$ cat config.mk
export PLATFORM = sky130hd
export DESIGN_NAME = pwm_svm_sequencer
export DESIGN_NICKNAME = d
export VERILOG_FILES = /design/src/rtl/pwm_svm_sequencer.sv
export SDC_FILE = /design/constraint.sdc
export NUM_CORES = 1
export LEC_CHECK = 0
export BUFFER_PORTS_ARGS = -buffer_cell sky130_fd_sc_hd__clkbuf_2
export CORE_MARGIN = 2
export CORE_UTILIZATION = 53
export CTS_CLUSTER_DIAMETER = 120
export DETAILED_ROUTE_END_ITERATION = 8
export GPL_TIMING_DRIVEN = 0
export PLACE_DENSITY = 0.78
export SKIP_CTS_REPAIR_TIMING = 1
export SLEW_MARGIN = 20
export SYNTH_ARGS = -nofsm -noshare
export SYNTH_HDL_FRONTEND = slang
export SYNTH_SLANG_ARGS = --single-unit
export TNS_END_PERCENT = 30
$ cat constraint.sdc
create_clock -name clk -period 4.9 [get_ports clk]
set_input_delay 0.245 -clock clk [delete_from_list [all_inputs] [get_ports clk]]
set_output_delay 0.245 -clock clk [all_outputs]
set_load 0.03 [all_outputs]
$ cat src/rtl/pwm_svm_sequencer.sv
// ---------------------------------------------------------------------------
// pwm_svm_sequencer
//
// Sequencer for the 2-level SVM inverter bridge. Owns the triangle carrier
// enable, steps the bridge through IDLE -> CHARGE (bootstrap) -> RUN, traps
// into FAULT on a hardware trip, double-buffers the SVM duty words and drives
// the six gate signals with dead-time insertion.
//
// Ports:
//   clk, rst_n        system clock, synchronous active-low reset
//   start, stop       level requests: leave IDLE / orderly shutdown
//   fault, fault_clr  hardware trip (level) and trip acknowledge (pulse)
//   new_cycle         carrier valley pulse from the carrier generator
//   triangle_count    carrier value from the carrier generator
//   carrier_en        enable to the carrier generator
//   duty_a/b/c        phase compare words, duty_valid/duty_ready handshake
//   gate_xh, gate_xl  high/low side gate drives, phase x in {a, b, c}
//   state_o           0=IDLE, 1=CHARGE, 2=RUN, 3=FAULT
// ---------------------------------------------------------------------------
module pwm_svm_sequencer #(
    parameter int CNT_W         = 16,
    parameter int PERIOD        = 7999,
    parameter int DEADTIME      = 80,
    parameter int CHARGE_CYCLES = 10
) (
    input  logic             clk,
    input  logic             rst_n,
    input  logic             start,
    input  logic             stop,
    input  logic             fault,
    input  logic             fault_clr,
    input  logic             new_cycle,
    input  logic [CNT_W-1:0] triangle_count,
    output logic             carrier_en,
    input  logic [CNT_W-1:0] duty_a,
    input  logic [CNT_W-1:0] duty_b,
    input  logic [CNT_W-1:0] duty_c,
    input  logic             duty_valid,
    output logic             duty_ready,
    output logic             gate_ah,
    output logic             gate_al,
    output logic             gate_bh,
    output logic             gate_bl,
    output logic             gate_ch,
    output logic             gate_cl,
    output logic [1:0]       state_o
);

    localparam int               DT_W     = $clog2(DEADTIME + 1);
    localparam int               CC_W     = $clog2(CHARGE_CYCLES + 1);
    localparam logic [CNT_W-1:0] PERIOD_V = CNT_W'(PERIOD);
    localparam logic [DT_W-1:0]  DT_LOAD  = DT_W'(DEADTIME);
    localparam logic [CC_W-1:0]  CC_LAST  = CC_W'(CHARGE_CYCLES - 1);

    typedef enum logic [1:0] {
        S_IDLE   = 2'd0,
        S_CHARGE = 2'd1,
        S_RUN    = 2'd2,
        S_FAULT  = 2'd3
    } state_t;

    state_t           state;
    logic             pending;
    logic [CC_W-1:0]  charge_cnt;
    logic [CNT_W-1:0] duty_in [3];
    logic [CNT_W-1:0] shadow  [3];
    logic [CNT_W-1:0] active  [3];
    logic [DT_W-1:0]  dt_cnt  [3];
    logic [2:0]       req;        // compare result, one clock behind the carrier
    logic [2:0]       last_side;  // side currently conducting (1 = high)
    logic [2:0]       target;     // side the running dead-time interval leads to
    logic [2:0]       gate_h;
    logic [2:0]       gate_l;

    assign duty_in[0] = duty_a;
    assign duty_in[1] = duty_b;
    assign duty_in[2] = duty_c;

    assign duty_ready = ~pending;
    assign state_o    = state;
    assign gate_ah    = gate_h[0];
    assign gate_al    = gate_l[0];
    assign gate_bh    = gate_h[1];
    assign gate_bl    = gate_l[1];
    assign gate_ch    = gate_h[2];
    assign gate_cl    = gate_l[2];

    function automatic logic [CNT_W-1:0] clamp_duty(input logic [CNT_W-1:0] d);
        return (d > PERIOD_V) ? PERIOD_V : d;
    endfunction

    // NOTE: every register here is written with <= so that all of them see the
    // pre-edge values of each other, exactly like the flops they become.
    always_ff @(posedge clk) begin
        if (!rst_n) begin
            state      <= S_IDLE;
            carrier_en <= 1'b0;
            gate_h     <= '0;
            gate_l     <= '0;
            pending    <= 1'b0;
            charge_cnt <= '0;
            req        <= '0;
            last_side  <= '0;
            target     <= '0;
            // NOTE: the duty arrays are only three words each and feed the
            // gate compare directly, so they are reset like any other flop
            // rather than left undefined as a RAM would be.
            for (int i = 0; i < 3; i++) begin
                shadow[i] <= '0;
                active[i] <= '0;
                dt_cnt[i] <= '0;
            end
        end else begin
            for (int i = 0; i < 3; i++) begin
                req[i] <= (triangle_count < active[i]);
            end

            // Shadow capture runs in every state; only the valley load is gated.
            if (duty_valid && !pending) begin
                for (int i = 0; i < 3; i++) begin
                    shadow[i] <= clamp_duty(duty_in[i]);
                end
                pending <= 1'b1;
            end

            if (fault) begin
                state      <= S_FAULT;
                carrier_en <= 1'b0;
                gate_h     <= '0;
                gate_l     <= '0;
            end else if (stop && state != S_FAULT) begin
                state      <= S_IDLE;
                carrier_en <= 1'b0;
                gate_h     <= '0;
                gate_l     <= '0;
            end else begin
                case (state)
                    S_IDLE: begin
                        carrier_en <= 1'b0;
                        gate_h     <= '0;
                        gate_l     <= '0;
                        if (start) begin
                            state      <= S_CHARGE;
                            carrier_en <= 1'b1;
                            gate_l     <= 3'b111;
                            charge_cnt <= '0;
                        end
                    end

                    S_CHARGE: begin
                        gate_h <= '0;
                        gate_l <= 3'b111;
                        // RUN always starts from the low side with no
                        // dead-time interval in flight.
                        last_side <= '0;
                        target    <= '0;
                        for (int i = 0; i < 3; i++) begin
                            dt_cnt[i] <= '0;
                        end
                        if (new_cycle) begin
                            charge_cnt <= charge_cnt + 1'b1;
                            if (pending) begin
                                for (int i = 0; i < 3; i++) begin
                                    active[i] <= shadow[i];
                                end
                                pending <= 1'b0;
                            end
                            if (charge_cnt == CC_LAST) begin
                                state <= S_RUN;
                            end
                        end
                    end

                    S_RUN: begin
                        if (new_cycle && pending) begin
                            for (int i = 0; i < 3; i++) begin
                                active[i] <= shadow[i];
                            end
                            pending <= 1'b0;
                        end
                        for (int i = 0; i < 3; i++) begin
                            if (dt_cnt[i] == '0) begin
                                if (req[i] != last_side[i]) begin
                                    // Break before make: open both switches first.
                                    gate_h[i] <= 1'b0;
                                    gate_l[i] <= 1'b0;
                                    dt_cnt[i] <= DT_LOAD;
                                    target[i] <= req[i];
                                end else begin
                                    gate_h[i] <= last_side[i];
                                    gate_l[i] <= ~last_side[i];
                                end
                            end else if (req[i] != target[i]) begin
                                // Request changed mid-interval: restart the full wait.
                                dt_cnt[i] <= DT_LOAD;
                                target[i] <= req[i];
                            end else if (dt_cnt[i] == DT_W'(1)) begin
                                dt_cnt[i]    <= '0;
                                gate_h[i]    <= target[i];
                                gate_l[i]    <= ~target[i];
                                last_side[i] <= target[i];
                            end else begin
                                dt_cnt[i] <= dt_cnt[i] - 1'b1;
                            end
                        end
                    end

                    S_FAULT: begin
                        carrier_en <= 1'b0;
                        gate_h     <= '0;
                        gate_l     <= '0;
                        // fault is known low here: the branch above took it.
                        if (fault_clr) begin
                            state <= S_IDLE;
                        end
                    end

                    default: state <= S_IDLE;
                endcase
            end
        end
    end

endmodule

==> impl_results.md <==
* DP Worst Slack at 2.02 ns
* CTS clk-pin slew, worst paths at 0.06 ns
* Fmax at 346 MHz
* Longest Clk Path Bufs at 2
* Post-synth EDFFs at 117
* Row count at 43
* Initial DRT Pass Iterations at 4
* Vias at 5354
* R2r startpoint: state_o[1]
* Post-synth top flop: edfxtp_1
* Post-synthesis sequential area ratio at 53.2%
* GP Congestion at 0.916
* Clock latency on the worst-skew pair at 0.42 ns
* Setup crit start: state_o[1]
* Root buffer cell: clkbuf_16
* Worst Skew at 0.00978 ns
* Syn Inst Count at 701
* Power Total at 3.09 mW
* TritonCTS Buffers at 17
* Final Instance Area at 8840 um2
* Synth Cell Area at 7470 um2
* Fin nets at 948
* Hold WC Path Type: in2reg
* Die H at 123 um
* Multi-input gate area at 3200 um2
* Synth area leader: edfxtp_1
* Final worst-path setup slack at 2.01 ns
* Yosys warns at 0
* Antenna Cells at 0
* Crit end category: flip-flop
* Htree depth at 4
* Asr flop ratio synth at 0%
* Initial Util at 54.0%
* Buffers on Ports at 80
* Core Box Area at 13800 um2
* Total GRT Usage at 21.0%
* Reg2reg path depth at 8
* Area grow syn2layout at 18.3%
* Hold_ws at 0.119 ns
* Worst-path fanout max at 26
* IO Pins at 82
* Pleak at 3.75 nW
* Routed len/inst at 14.4 um
* Fin crit period at 2.89 ns
* Critical Path RT at 5.02 ns
* Top cells by area, synth: edfxtp_1 47%, ha_1 11%, dfxtp_1 6.2%
* # fillers at 1066
* CTS sink cnt at 140
* Slew Viols, Final at 0
* Average cell area after synthesis at 10.7 um2
* CP arrival at 3.01 ns
* RR Endpoint: active[0][1]
* DP HPWL at 11.2 mm
* Power per cell area at 349 nW/um2
* FF+latch area at 3970 um2
* Final hold violation count at 0
* Vias in the first global route at 5359
* Slew @ Worst Pin at 0.816 ns
* CTS tree: yes
* Yosys cell types at 56
* Post-DP Area at 8230 um2
* Number of DRC markers in iteration 0 at 297
* Max-cap viol count at 0
* DRC Markers at 0
* RSZ-0062 raised after global routing: no
* Fin crit share at 59.0%
* Setup violators final at 0
* First-pass GRT wire length at 24.2 mm
* Share of the synthesized area in the top cell type at 47.0%
* Slew HR at 45.4%
* DR vias/cell at 5.33
* Synth Register Bits at 140
* Gr ovfl total at 0
* Commonest cells in the netlist: 117 x edfxtp_1, 110 x nor2_1, 67 x inv_1
* Status: complete, no violations
* Crit path kind: reg2reg
* Die area at 15100 um2
* CP Launch Type: flip-flop
* Register-to-register setup slack at 2.01 ns
* Cell with the most instances after synthesis: edfxtp_1
* Largest net degree at the start of global routing at 27
* Maximum vdd ir drop at 0.000274 V
* Post-route ant nets at 0
* Layout cells sized above 1 at 16.9%
* Initial antenna violation count at 0
* Final wirelength at 14.5 mm
* Worst Setup EP: active[0][1]
* Die X-Extent at 123 um
[worst min-delay path by stage]
stage                     startpoint            end  slack (ns)  cells past startpoint
after floorplan            duty_b[6]  shadow[0][22]        0.44                      1
after global placement     gate_h[1]      gate_h[1]        0.46                      1
after detailed placement   gate_h[1]      gate_h[1]        0.47                      1
after CTS                  duty_a[5]   shadow[0][5]        0.10                      3
after global routing       duty_a[6]   shadow[0][6]        0.13                      2
final                      duty_a[2]   shadow[0][2]        0.12                      3
[critical path, stage by stage, from the launching register on]
cell and delay, ns:
dfxtp_1 0.45, ha_1 0.33, nor2b_2 0.11, nor2_4 0.14
buf_2 0.23, and3_1 0.31, a21oi_1 0.10, o21ai_4 0.66
buf_16 0.25
[cell families after synthesis]
family / after synthesis / share of synthesized area (%)
mux: 2 / 0.268
flops: 140 / 53.2
other cells: 1 / 0.0502
xor+xnor: 17 / 1.99
simple gates: 284 / 19.5
buf+inv: 87 / 4.65
fa+ha+maj: 65 / 10.9
compound gates: 105 / 9.51
[final cells by class]
| type | instances | share of cell area, % |
|---|---|---|
| flip-flops and latches | 140 | 45.0 |
| multi-input cells | 482 | 36.2 |
| repair buffers | 83 | 5.46 |
| clock buffers | 18 | 4.85 |
| inverters | 67 | 2.85 |
| well taps | 180 | 2.55 |
| clock inverters | 14 | 2.00 |
| plain buffers | 20 | 1.09 |
[placed cells by master, fill, tap and decap left out, types with 22 or more instances in the layout]
| master | instances |
|---|---|
| a21oi_1 | 28 |
| and2_1 | 60 |
| clkbuf_2 | 80 |
| dfxtp_1 | 23 |
| edfxtp_1 | 117 |
| ha_1 | 65 |
| inv_1 | 67 |
| nand2_1 | 37 |
| nor2_1 | 110 |
| o21ai_0 | 22 |
[state kept, by name, indices dropped and copies added (netlist names)]
register	count
dt_cnt	21
carrier_en	1
shadow	48
gate_l	3
charge_cnt	4
pending	1
state_o	2
req	3
active	48
last_side	3
target	3
gate_h	3
[layer usage]
layer	global-route usage (%)	routed length (um)	part of all wire [%]	vias up
met3	6.55	912	6.3	47
met5	0	0	0	-
met2	36.2	7160	49	178
met4	11.4	548	3.8	0
li1	-	-	-	2673
met1	23.0	5860	40	2456
[stage by stage]
step                setup TNS (ns)  std cells  util (%)
global placement            -24.90        969      58.8
finish                           0       1004      63.9
detailed placement               0        972      59.6
floorplan                        0        709         -
CTS                              0       1004      63.9
global route                     0       1004      63.9
[where the power goes]
group	internal, mW	total [mW]	switching, mW
combinational	0.144	0.368	0.224
sequential	1.37	1.41	0.0399
clock	0.842	1.30	0.462
Power figures use the tool's default switching activity.
